**src/rtl/val2_shift_sequencer.sv**
```systemverilog
// Iterative second-operand shifter for the EXE stage: decodes one shift request per handshake,
// shifts at most STEP bits per cycle and holds val_2/shift_c until the consumer takes them.
module val2_shift_sequencer #(
    parameter int unsigned STEP = 1
) (
    input  logic        clk,
    input  logic        rst_n,
    input  logic        flush,
    input  logic        in_valid,
    output logic        in_ready,
    input  logic [31:0] rm,
    input  logic [11:0] shift_operand,
    input  logic        imm,
    input  logic        mem_en,
    input  logic        c_in,
    output logic        out_valid,
    input  logic        out_ready,
    output logic [31:0] val_2,
    output logic        shift_c,
    output logic        busy
);

    typedef enum logic [1:0] {
        IDLE,
        SHIFT,
        DONE
    } state_t;

    typedef enum logic [1:0] {
        OP_LSL = 2'b00,
        OP_LSR = 2'b01,
        OP_ASR = 2'b10,
        OP_ROR = 2'b11
    } shift_op_t;

    localparam logic [4:0] STEP_AMT = 5'(STEP);

    state_t      state;
    shift_op_t   op;
    logic [31:0] work_val;
    logic        work_c;
    logic [4:0]  rem;

    logic        accept;
    logic [31:0] dec_val;
    shift_op_t   dec_op;
    logic [4:0]  dec_amt;

    logic [4:0]  step_amt;
    logic [4:0]  lsl_idx;
    logic [4:0]  rsh_idx;
    logic [31:0] step_val;
    logic        step_c;

    assign in_ready = ~flush & ((state == IDLE) | ((state == DONE) & out_ready));
    assign accept   = in_valid & in_ready;
    assign busy     = (state != IDLE);

    // Offset form wins over immediate form; both leave the register operand unused.
    always_comb begin
        dec_val = rm;
        dec_op  = shift_op_t'(shift_operand[6:5]);
        dec_amt = shift_operand[11:7];
        if (mem_en) begin
            dec_val = {20'd0, shift_operand};
            dec_op  = OP_LSL;
            dec_amt = '0;
        end else if (imm) begin
            dec_val = {24'd0, shift_operand[7:0]};
            dec_op  = OP_ROR;
            dec_amt = {shift_operand[11:8], 1'b0};
        end
    end

    // lsl_idx wraps to 32-s modulo 32; only meaningful while s is 1..STEP.
    always_comb begin
        step_amt = (rem < STEP_AMT) ? rem : STEP_AMT;
        lsl_idx  = 5'd0 - step_amt;
        rsh_idx  = step_amt - 5'd1;
        step_val = work_val;
        step_c   = work_c;
        case (op)
            OP_LSL: begin
                step_val = work_val << step_amt;
                step_c   = work_val[lsl_idx];
            end
            OP_LSR: begin
                step_val = work_val >> step_amt;
                step_c   = work_val[rsh_idx];
            end
            OP_ASR: begin
                step_val = 32'($signed(work_val) >>> step_amt);
                step_c   = work_val[rsh_idx];
            end
            OP_ROR: begin
                step_val = (work_val >> step_amt) | (work_val << (6'd32 - {1'b0, step_amt}));
                step_c   = work_val[rsh_idx];
            end
            default: begin
                step_val = work_val;
                step_c   = work_c;
            end
        endcase
    end

    always_ff @(posedge clk or negedge rst_n) begin
        if (!rst_n) begin
            state     <= IDLE;
            op        <= OP_LSL;
            work_val  <= '0;
            work_c    <= 1'b0;
            rem       <= '0;
            out_valid <= 1'b0;
            val_2     <= '0;
            shift_c   <= 1'b0;
        end else if (flush) begin
            state     <= IDLE;
            out_valid <= 1'b0;
        end else if (accept) begin
            // Covers both IDLE and the DONE-handshake edge, so back-to-back skips IDLE.
            work_val <= dec_val;
            op       <= dec_op;
            rem      <= dec_amt;
            work_c   <= c_in;
            if (dec_amt == 5'd0) begin
                state     <= DONE;
                out_valid <= 1'b1;
                val_2     <= dec_val;
                shift_c   <= c_in;
            end else begin
                state     <= SHIFT;
                out_valid <= 1'b0;
            end
        end else begin
            case (state)
                SHIFT: begin
                    work_val <= step_val;
                    work_c   <= step_c;
                    rem      <= rem - step_amt;
                    if (rem == step_amt) begin
                        state     <= DONE;
                        out_valid <= 1'b1;
                        val_2     <= step_val;
                        shift_c   <= step_c;
                    end
                end
                DONE: begin
                    if (out_ready) begin
                        state     <= IDLE;
                        out_valid <= 1'b0;
                    end
                end
                default: begin
                    state     <= IDLE;
                    out_valid <= 1'b0;
                end
            endcase
        end
    end

endmodule

```
**config.mk**
```make
export PLATFORM = sky130hd
export DESIGN_NAME = val2_shift_sequencer
export DESIGN_NICKNAME = d
export VERILOG_FILES = /design/src/rtl/val2_shift_sequencer.sv
export SDC_FILE = /design/constraint.sdc
export NUM_CORES = 1
export LEC_CHECK = 0
export BUFFER_PORTS_ARGS = -buffer_cell sky130_fd_sc_hd__buf_2
export CORE_ASPECT_RATIO = 0.75
export CORE_MARGIN = 4
export CORE_UTILIZATION = 56
export CTS_CLUSTER_DIAMETER = 50
export DETAILED_ROUTE_END_ITERATION = 12
export PLACE_DENSITY = 0.81
export SYNTH_ARGS = -nofsm -noshare
export SYNTH_HDL_FRONTEND = slang
export SYNTH_SLANG_ARGS = --single-unit
```
**constraint.sdc**
```tcl
create_clock -name clk -period 3 [get_ports clk]
set_input_delay 0.15 -clock clk [delete_from_list [all_inputs] [get_ports clk]]
set_output_delay 0.15 -clock clk [all_outputs]
set_load 0.01 [all_outputs]
```
# [After elaboration in Yosys (flattened, before gate mapping)]
# Index checks and enable logic that the tools add are counted.
[word_totals] reg_bits=75 inputBits=52 out_inout_bits=36 wordCells=81
[classes] add_sub_neg=4 order_cmp=3 n_eq_ne=9 n_shift=4 mux=37 bitwise=6 reduce_logical=11
[op_table] cell="$mux W32" count=8
[op_table] cell="$pmux W32 S4" count=1
[op_table] cell="$or A32 B32 Y32" count=1
[op_table] cell="$shl A32 B5 Y32" count=1
[op_table] cell="$shl A32 B6 Y32" count=1
[op_table] cell="$shr A32 B5 Y32" count=1
[op_table] cell="$sshr A32 B5 Y32" count=1
[op_table] cell="$mux W5" count=4
[op_table] cell="$mux W2" count=7
[op_table] cell="$lt A5 B6 Y1 const B" count=2
[op_table] cell="$mux W1" count=12
[op_table] cell="$bmux W1 S5" count=2
[op_table] cell="$ne A4 B4 Y1 const B" count=2
[op_table] cell="$eq A2 B2 Y1 const B" count=3
[op_table] cell="$reduce_and A2 Y1" count=3
[op_table] cell="$reduce_bool A2 Y1" count=3
[op_table] cell="$sub A6 B5 Y6 const A" count=1
[op_table] cell="$eq A5 B5 Y1" count=1
[op_table] cell="$logic_not A5 Y1" count=1
[op_table] cell="$lt A5 B1 Y1 const B" count=1
[op_table] cell="$sub A1 B5 Y5 const A" count=1
[op_table] cell="$sub A5 B1 Y5 const B" count=1
[op_table] cell="$sub A5 B5 Y5" count=1
[op_table] cell="$eq A2 B1 Y1 const B" count=2
[op_table] cell="9 further kinds" count=13

# [Longest topological paths before layout]
# Gate-level depths: netlist (run 1).
[depth] depth_word=9 ltp_mapped=13 mapped_depth_nobuf=9

# [Least setup slack after synthesis (run 1)]
# OpenSTA, ideal clock, no wires.
[synth_timing] kind="reg2reg" start="register rem[4]" end="register val_2[29]" setup_ps=127 t_arrival_ps=2635 t_required_ps=2873 path_slack_ps=239 stages_incl_launch_ff=13 path_buffers=3 period_less_slack_ps=2761 cell_sequence="dfrtp_1 nor2_1 nand2_1 inv_1 buf_2 buf_2 ha_1 buf_2 mux2_2 a221oi_1 nand3_1 o211ai_1 a21oi_1"
[synth_via] elab_chain_cells=9 elab_cells_between_ends=15 cone_classes="1 x add/sub; 1 x order compare; 1 x eq/ne; 4 x shift; 5 x mux; 1 x bitwise; 2 x reduce/logical"
[synth_rtl] item="start, declared" line_no="42" text="logic [4:0] rem;"
[synth_rtl] item="start signal, assigned" line_no="123" text="rem <= dec_amt;"
[synth_rtl] item="start signal, assigned" line_no="139" text="rem <= rem - step_amt;"
[synth_rtl] item="$lt A5 B1 Y1" line_no="77" text="step_amt = (rem < STEP_AMT) ? rem : STEP_AMT;"
[synth_rtl] item="$mux W5" line_no="77"
[synth_rtl] item="$sub A6 B5 Y6" line_no="96" text="step_val = (work_val >> step_amt) | (work_val << (6'd32 - {1'b0, step_amt}));"
[synth_rtl] item="$shl A32 B6 Y32" line_no="96"
[synth_rtl] item="$or A32 B32 Y32" line_no="96"
[synth_rtl] item="$pmux W32 S4" line_no="82" text="case (op)"
[synth_rtl] item="$mux W32" line_no="140" text="if (rem == step_amt) begin"
[synth_rtl] item="$mux W32" line_no="135" text="case (state)"
[synth_rtl] item="$mux W32" line_no="119" text="end else if (accept) begin"
[synth_rtl] item="end signal, assigned" line_no="128" text="val_2 <= dec_val;"
[synth_rtl] item="end signal, assigned" line_no="143" text="val_2 <= step_val;"
[synth_rtl] item="end, declared" line_no="18" text="output logic [31:0] val_2,"
# Parallel ways exist; a longest one is shown, timed or not. The select of a mux whose other input is x is not followed.
# A chain may end at the register's enable or synchronous reset.

# [Worst setup path in the final report (run 1)]
[layout_timing] start="register rem[4]" end="register val_2[10]"
# Same word-level chain as after synthesis.

==> impl_metrics.toml, run 1 <==
[sta]
tightest_slew_ns = 1.11
rsz0062_at_grt = "false"
clock-skew-final_ns = 0.0103
finalSetupViolCount = 0
post-route-min-period_ns = 2.64
slew_viol_final = 0
slew_headroom = 0.257
timing.fmax_ghz = 0.379
fin_crit_sh = 0.879
setup_tns_ns = 0
hold_viol = 0

[worst_setup_path]
reg2reg_from = "rem[4]"
arrival_ns = 2.84
cp-end-kind = "flip-flop"
critical_path.max_fanout = 18
cp-startpoint = "rem[4]"
start_kind = "flip-flop"
required_ns = 3.20
crit_type = "reg -> reg"

[synthesis]
syn-instance-count = 541
syn_area_per_cell_um2 = 8.53
synth-seq-cells = 74
synth_cell_type_count = 56
synth.yosys.seq_area_share = 0.401
yosys_warnings = 0
synth_edf_count = 0
ys_async_sr_fraction = 1.00
syn_nets = 595
synth_flop_cell = "dfrtp_1"
synth_area_mm2 = 0.00461

[final_layout]
num_antenna_cells = 0
syn_to_final_growth_pct = 16.8
final_area_mm2 = 0.00539
drive_gt1_frac = 0.237
nNetsFinal = 666

[clock_tree]
clk_pin_slew_ns = 0.09
insertion_delay_ns = 0.37
post_cts_buffers = 0
numCtsBuffers = 9
cts_sinks = 74
clk_path_buf_depth = 2
cts_tree = "built"
root_buffer = "clkbuf_8"
htreeDepth = 3

[power_and_ir_drop]
power.share.clock = 0.211
combinationalPowerShare = 0.393
p_sw_mw = 1.91
swShare = 0.412
seq_power_share = 0.396
ir_worst_vdd_v = 0.000586
p_int_mw = 2.73
power.leakage_nw = 2.39
powerDensity_mw_per_mm2 = 861

[grt]
grt_pass1_wl_um = 23400
first_global_vias = 4443
grt_usage = 0.303
grt_max_degree = 41
grt_remaining_overflow = 0
antenna_found_initial = 0

[die]
die_h_um = 86.6
ios = 88
fp-row-count = 28
die_w_um = 113
core_mm2 = 0.00795
initial_core_util = 0.580
dieArea_mm2 = 0.00977

[outcome]
status = "finished, final reports clean"

[placement]
gp_congestion = 0.962
hpwl_um = 10300
place_area_mm2 = 0.00513
numPortBuffers = 87

[run]
maxCapViolations = 0

[drt]
wirelength_um = 14400
vias = 4661
route.detailed.drc = 0
wl_per_cell_um = 19.9
antenna_left = 0
vias_per_cell = 6.46
dr.first_iter.drc_count = 635
drt_pass1_iterations = 5

[worst_hold_path]
min-delay-start = "rm[29]"
worst_hold_path_type = "in -> reg"
## stage by stage
step	hold slack, ns	instances	util	total power, mW	setup slack [ns]
5_1_grt	0.0172	722	0.678	4.95	0.170
4_1_cts	0.00803	722	0.678	4.62	0.392
3_3_place_gp	0.217	705	0.645	3.56	0.514
6_report	0.0140	722	0.678	4.64	0.364
3_5_place_dp	0.230	705	0.645	3.64	0.400
2_1_floorplan	-0.146	541	-	2.94	0.239
## registers in the layout (all words and copies together), names as in the netlist
signal	cells
out_valid	1
work_val	32
shift_c	1
val_2	32
state	1
op	2
rem	5
## Yosys cell counts (5+ instances only)
master | number | share of area
a221oi_1 | 5 | 0.0095
mux2i_1 | 32 | 0.069
a31oi_1 | 15 | 0.020
a32oi_1 | 8 | 0.015
buf_2 | 17 | 0.018
dfrtp_1 | 74 | 0.40
nor2_1 | 48 | 0.039
nand4_1 | 5 | 0.0068
a211oi_1 | 6 | 0.0098
o21ai_0 | 56 | 0.061
a21oi_1 | 58 | 0.063
or3_1 | 7 | 0.0095
o211ai_1 | 17 | 0.028
o2111ai_1 | 6 | 0.011
mux2_2 | 10 | 0.024
clkbuf_1 | 25 | 0.020
nand3_1 | 29 | 0.031
nand2_1 | 58 | 0.047
## routing by layer
layer / wire, µm / GRT usage / vias to the layer above
met1: 6650 / 0.444 / 2242
met5: 0 / 0 / -
met3: 1310 / 0.0747 / 28
met4: 240 / 0.0993 / 0
met2: 6150 / 0.444 / 223
li1: - / - / 2168
## repair_timing
| item | CTS | global route |
|---|---|---|
| gates resized for setup | 0 | 0 |
| hold buffers | 1 | 0 |
| setup endpoints to repair | 0 | 0 |
| endpoints found under the hold margin | 29 | 0 |
## power groups by stage
stage	registers [mW]	logic, mW	clock network, mW
3_3_place_gp	1.82	1.75	0
3_5_place_dp	1.84	1.80	0
5_1_grt	1.89	2.03	1.03
4_1_cts	1.82	1.82	0.989
2_1_floorplan	1.75	1.18	0
6_report	1.84	1.82	0.981
## worst max-delay path, cell delays in order, from the launching register on
cell      delay, ns
dfrtp_1        0.44
nor2_1         0.09
buf_4          0.20
a21o_1         0.19
ha_1           0.20
nor4b_1        0.18
nand2_1        0.09
a21boi_2       0.84
o21ai_0        0.24
## cell type report
type	count	area [µm²]
flip-flops and latches	74	1850
well taps	105	131
multi-input cells	415	2550
clock buffers	9	124
repair buffers	108	596
clock inverters	7	125
fillers	661	2560
inverters	4	15.0
## kinds of logic after synthesis
group | synth area share
other | 0.000813
muxes | 0.104
AOI/OAI and AO/OA | 0.270
xor gates and xnor gates | 0.00380
DFF | 0.401
buffers and inverters | 0.0485
adders and majority gates | 0.00542
and+or+nand+nor | 0.167
## final timing paths
kind / to / slack, ns / cells past startpoint
worst max-delay path: val_2[10] / 0.36 / 8
worst min-delay path: work_val[29] / 0.01 / 3
worst max register to register: val_2[10] / 0.36 / 8
worst min register to register: val_2[11] / 0.50 / 2
max in group asynchronous: work_val[24] / 1.80 / 3
min in group asynchronous: out_valid / 0.36 / 2
## layout by cell type, fill, tap and decap left out, types with 3 or more instances in the layout
master	Yosys	layout
a21oi_1	58	58
buf_2	17	87
a221o_1	3	3
dfrtp_1	74	74
o2111ai_1	6	6
nand4_1	5	5
clkbuf_8	0	9
a31oi_1	15	15
nand3_1	29	28
o211ai_1	17	17
nand2_1	58	58
a211oi_1	6	6
nor2_1	48	47
mux2i_1	32	32
inv_1	4	4
mux2_2	10	10
or2_2	4	4
o31ai_1	4	4
or3_1	7	7
o21a_1	3	3
a221oi_1	5	5
o21ai_0	56	56
a32oi_1	8	8
bufinv_16	0	3
buf_4	2	20
Note: power is estimated with default switching activity, not from simulation.
==> inputs of run 2 (changes only) <==
--- a/config.mk
+++ b/config.mk
@@ -5,13 +5,15 @@
 export SDC_FILE = /design/constraint.sdc
 export NUM_CORES = 1
 export LEC_CHECK = 0
+export ABC_AREA = 1
 export BUFFER_PORTS_ARGS = -buffer_cell sky130_fd_sc_hd__buf_2
 export CORE_ASPECT_RATIO = 0.75
 export CORE_MARGIN = 4
-export CORE_UTILIZATION = 56
+export CORE_UTILIZATION = 57
 export CTS_CLUSTER_DIAMETER = 50
 export DETAILED_ROUTE_END_ITERATION = 12
 export PLACE_DENSITY = 0.81
+export SLEW_MARGIN = 20
 export SYNTH_ARGS = -nofsm -noshare
 export SYNTH_HDL_FRONTEND = slang
 export SYNTH_SLANG_ARGS = --single-unit
==> constraint.sdc (replaced) <==
create_clock -name clk -period 3 [get_ports clk]
set_input_delay 0.45 -clock clk [delete_from_list [all_inputs] [get_ports clk]]
set_output_delay 0.45 -clock clk [all_outputs]
set_load 0.01 [all_outputs]
==> run 2 against run 1 <==
  * Non-clock buffer count fell by 9
  * Flip-flop and latch count is the same
  * Combinational power is 51% higher
  * Synthesized area grew 7.8%
  * Fmax shrank 0.32%
  * Utilization shrank 0.64 points
  * Sequential share of layout area shrank 1.9 points
  * Largest cell class unchanged
  * Synthesized cell count grew 36%
  * Via count is 14% higher
==> impl_metrics.toml, run 2 <==
[outcome]
status = "finished, final reports clean"

[final_layout]
fin_util = 0.671
drive_gt1_frac = 0.181
layout.cells.most_common = "nand2_1"
final_cell_mix = "nand2_1 (301), buf_2 (87), dfrtp_1 (74), nand3_1 (68), inv_1 (49)"
num_antenna_cells = 0
largest_registers = "val_2: 32 flops, work_val: 32 flops, rem: 5 flops"
nNetsFinal = 859
syn_to_final_growth_pct = 14.6
final_area_mm2 = 0.00570

[worst_setup_path]
start_kind = "flip-flop"
arrival_ns = 2.88
crit_top_cell = "nand2_1"
worstPathCellList = "nor2_4 > nand2_1 > nor2_2 > ha_1 > clkinv_1 > nand3_1 > nand2_1 > nand3_1 > nand2_1 > nand2_1 > nand3_1 > o21a_1"
crit_type = "reg -> reg"
worst_path_max_delay_cell = "clkinv_1"
critical_path.max_fanout = 18
required_ns = 3.24
cp-end-kind = "flip-flop"
slowest_delay_ns = 0.50

[sta]
post-route-min-period_ns = 2.64
timing.fmax_ghz = 0.378
clock-skew-final_ns = 0.00579
fin_hold_ws_ns = 0.156
tightest_slew_ns = 0.718
hold_viol = 0
setup_tns_ns = 0
slew_headroom = 0.521
finalSetupViolCount = 0
fin_crit_sh = 0.882
slew_viol_final = 0
rsz0062_at_grt = "false"

[clock_tree]
htreeDepth = 3
post_cts_buffers = 0
cts_resized = 0
cts_tree = "built"
cts_sinks = 74
root_buffer = "clkbuf_16"
numCtsBuffers = 9
clk_pin_slew_ns = 0.06
hold_buffers = 0
clk_path_buf_depth = 2
insertion_delay_ns = 0.34

[drt]
antenna_left = 0
vias = 5331
wirelength_um = 16200
dr.first_iter.drc_count = 675
wl_per_cell_um = 17.6
vias_per_cell = 5.81
route.detailed.drc = 0
drt_pass1_iterations = 5

[synthesis]
synth_top_area_frac = 0.372
synth_edf_count = 0
ys_async_sr_fraction = 1.00
syn_nets = 791
yosys_warnings = 0
synth_commonest_cells = "nand2_1 (301), dfrtp_1 (74), nand3_1 (68), inv_1 (49), o21ai_0 (42)"
syn-instance-count = 737
yosysTopAreaCell = "dfrtp_1"
synth_cell_type_count = 40
synth_flop_cell = "dfrtp_1"
synth.most_common_cell = "nand2_1"
synth-seq-cells = 74
syn_area_per_cell_um2 = 6.75
synth_area_mm2 = 0.00497
synth_area_leaders = "dfrtp_1 (37%), nand2_1 (23%), nand3_1 (6.8%)"
synth.yosys.seq_area_share = 0.372

[grt]
first_global_vias = 4979
grt_max_degree = 74
grt_usage = 0.329
antenna_found_initial = 0
grt_remaining_overflow = 0
grt_pass1_wl_um = 26000

[die]
ios = 88
die_w_um = 116
initial_core_util = 0.586
core_mm2 = 0.00849
dieArea_mm2 = 0.0103
die_h_um = 88.9
fp-row-count = 29

[power_and_ir_drop]
p_int_mw = 3.05
p_total_mw = 5.59
combinationalPowerShare = 0.491
powerDensity_mw_per_mm2 = 980
power.share.clock = 0.196
ir_worst_vdd_v = 0.000696
seq_power_share = 0.313
power.leakage_nw = 3.02
p_sw_mw = 2.54
swShare = 0.455

[placement]
hpwl_um = 11400
numPortBuffers = 87
gp_congestion = 0.939
place_area_mm2 = 0.00540

[worst_hold_path]
worst_hold_path_type = "in -> async"

[run]
maxCapViolations = 0
## run 2: cell count changes after synthesis, sizes merged, moves of 7 or more
cell,before,now
a21oi,58,19
a31oi,15,6
a32oi,8,0
buf,23,30
clkbuf,25,12
inv,4,52
mux2,10,0
mux2i,32,0
nand2,58,306
nand3,29,71
nor2,48,40
o211ai,17,6
o21ai,58,75
or3,7,0
## run 2: critical path: cells and delay by family, from the launching register on
family                     cells  cell delay, ns
and+or+nand+nor                9            1.06
DFF                            1            0.43
adders and majority gates      1            0.39
AOI/OAI and AO/OA              1            0.14
buffers and inverters          1            0.50
## run 2: final timing paths
kind	to	start	depth (start not counted)	slack, ns
setup / recovery	val_2[29]	rem[1]	12	0.36
hold / removal	state[0]	rst_n	1	0.16
setup reg to reg	val_2[29]	rem[1]	12	0.36
hold reg to reg	val_2[21]	val_2[21]	2	0.47
max in group asynchronous	val_2[4]	rst_n	2	2.14
min in group clk	rem[0]	shift_operand[7]	3	0.36
## run 2: power by group through the flow
stage / clock (mW) / combinational (mW) / sequential, mW
final: 1.09 / 2.75 / 1.75
after global routing: 1.15 / 3.07 / 1.80
after CTS: 1.10 / 2.71 / 1.74
after detailed placement: 0 / 2.68 / 1.74
after global placement: 0 / 2.64 / 1.73
after floorplan: 0 / 1.81 / 1.79
## run 2: cells by family after synthesis
| kind of cell | count (synthesis) | synth area share |
|---|---|---|
| fa+ha+maj | 2 | 0.00503 |
| flops | 74 | 0.372 |
| other cells | 1 | 0.000754 |
| compound gates | 134 | 0.165 |
| xor+xnor | 2 | 0.00352 |
| simple gates | 426 | 0.359 |
| buf+inv | 98 | 0.0941 |
## run 2: cell type report
class	count	area (µm²)
timing repair buffer	99	551
sequential	74	1850
clock inverter	6	67.6
multi-input combinational	565	2660
fill	788	2790
tap	108	135
clock buffer	10	229
inverter	56	210
## run 2: routing by layer
layer  vias up  routed length (µm)  track usage
met1      2480                7360        0.488
met2       264                6880        0.480
met3        34                1520       0.0643
met5         -                   0            0
met4         0                 388        0.112
li1       2553                   -            -
## run 2: stage by stage
step / std cells / setup slack [ns]
floorplan: 737 / 0.739
global route: 918 / 0.169
finish: 918 / 0.355
detailed placement: 902 / 0.446
CTS: 918 / 0.422
global placement: 902 / 0.458
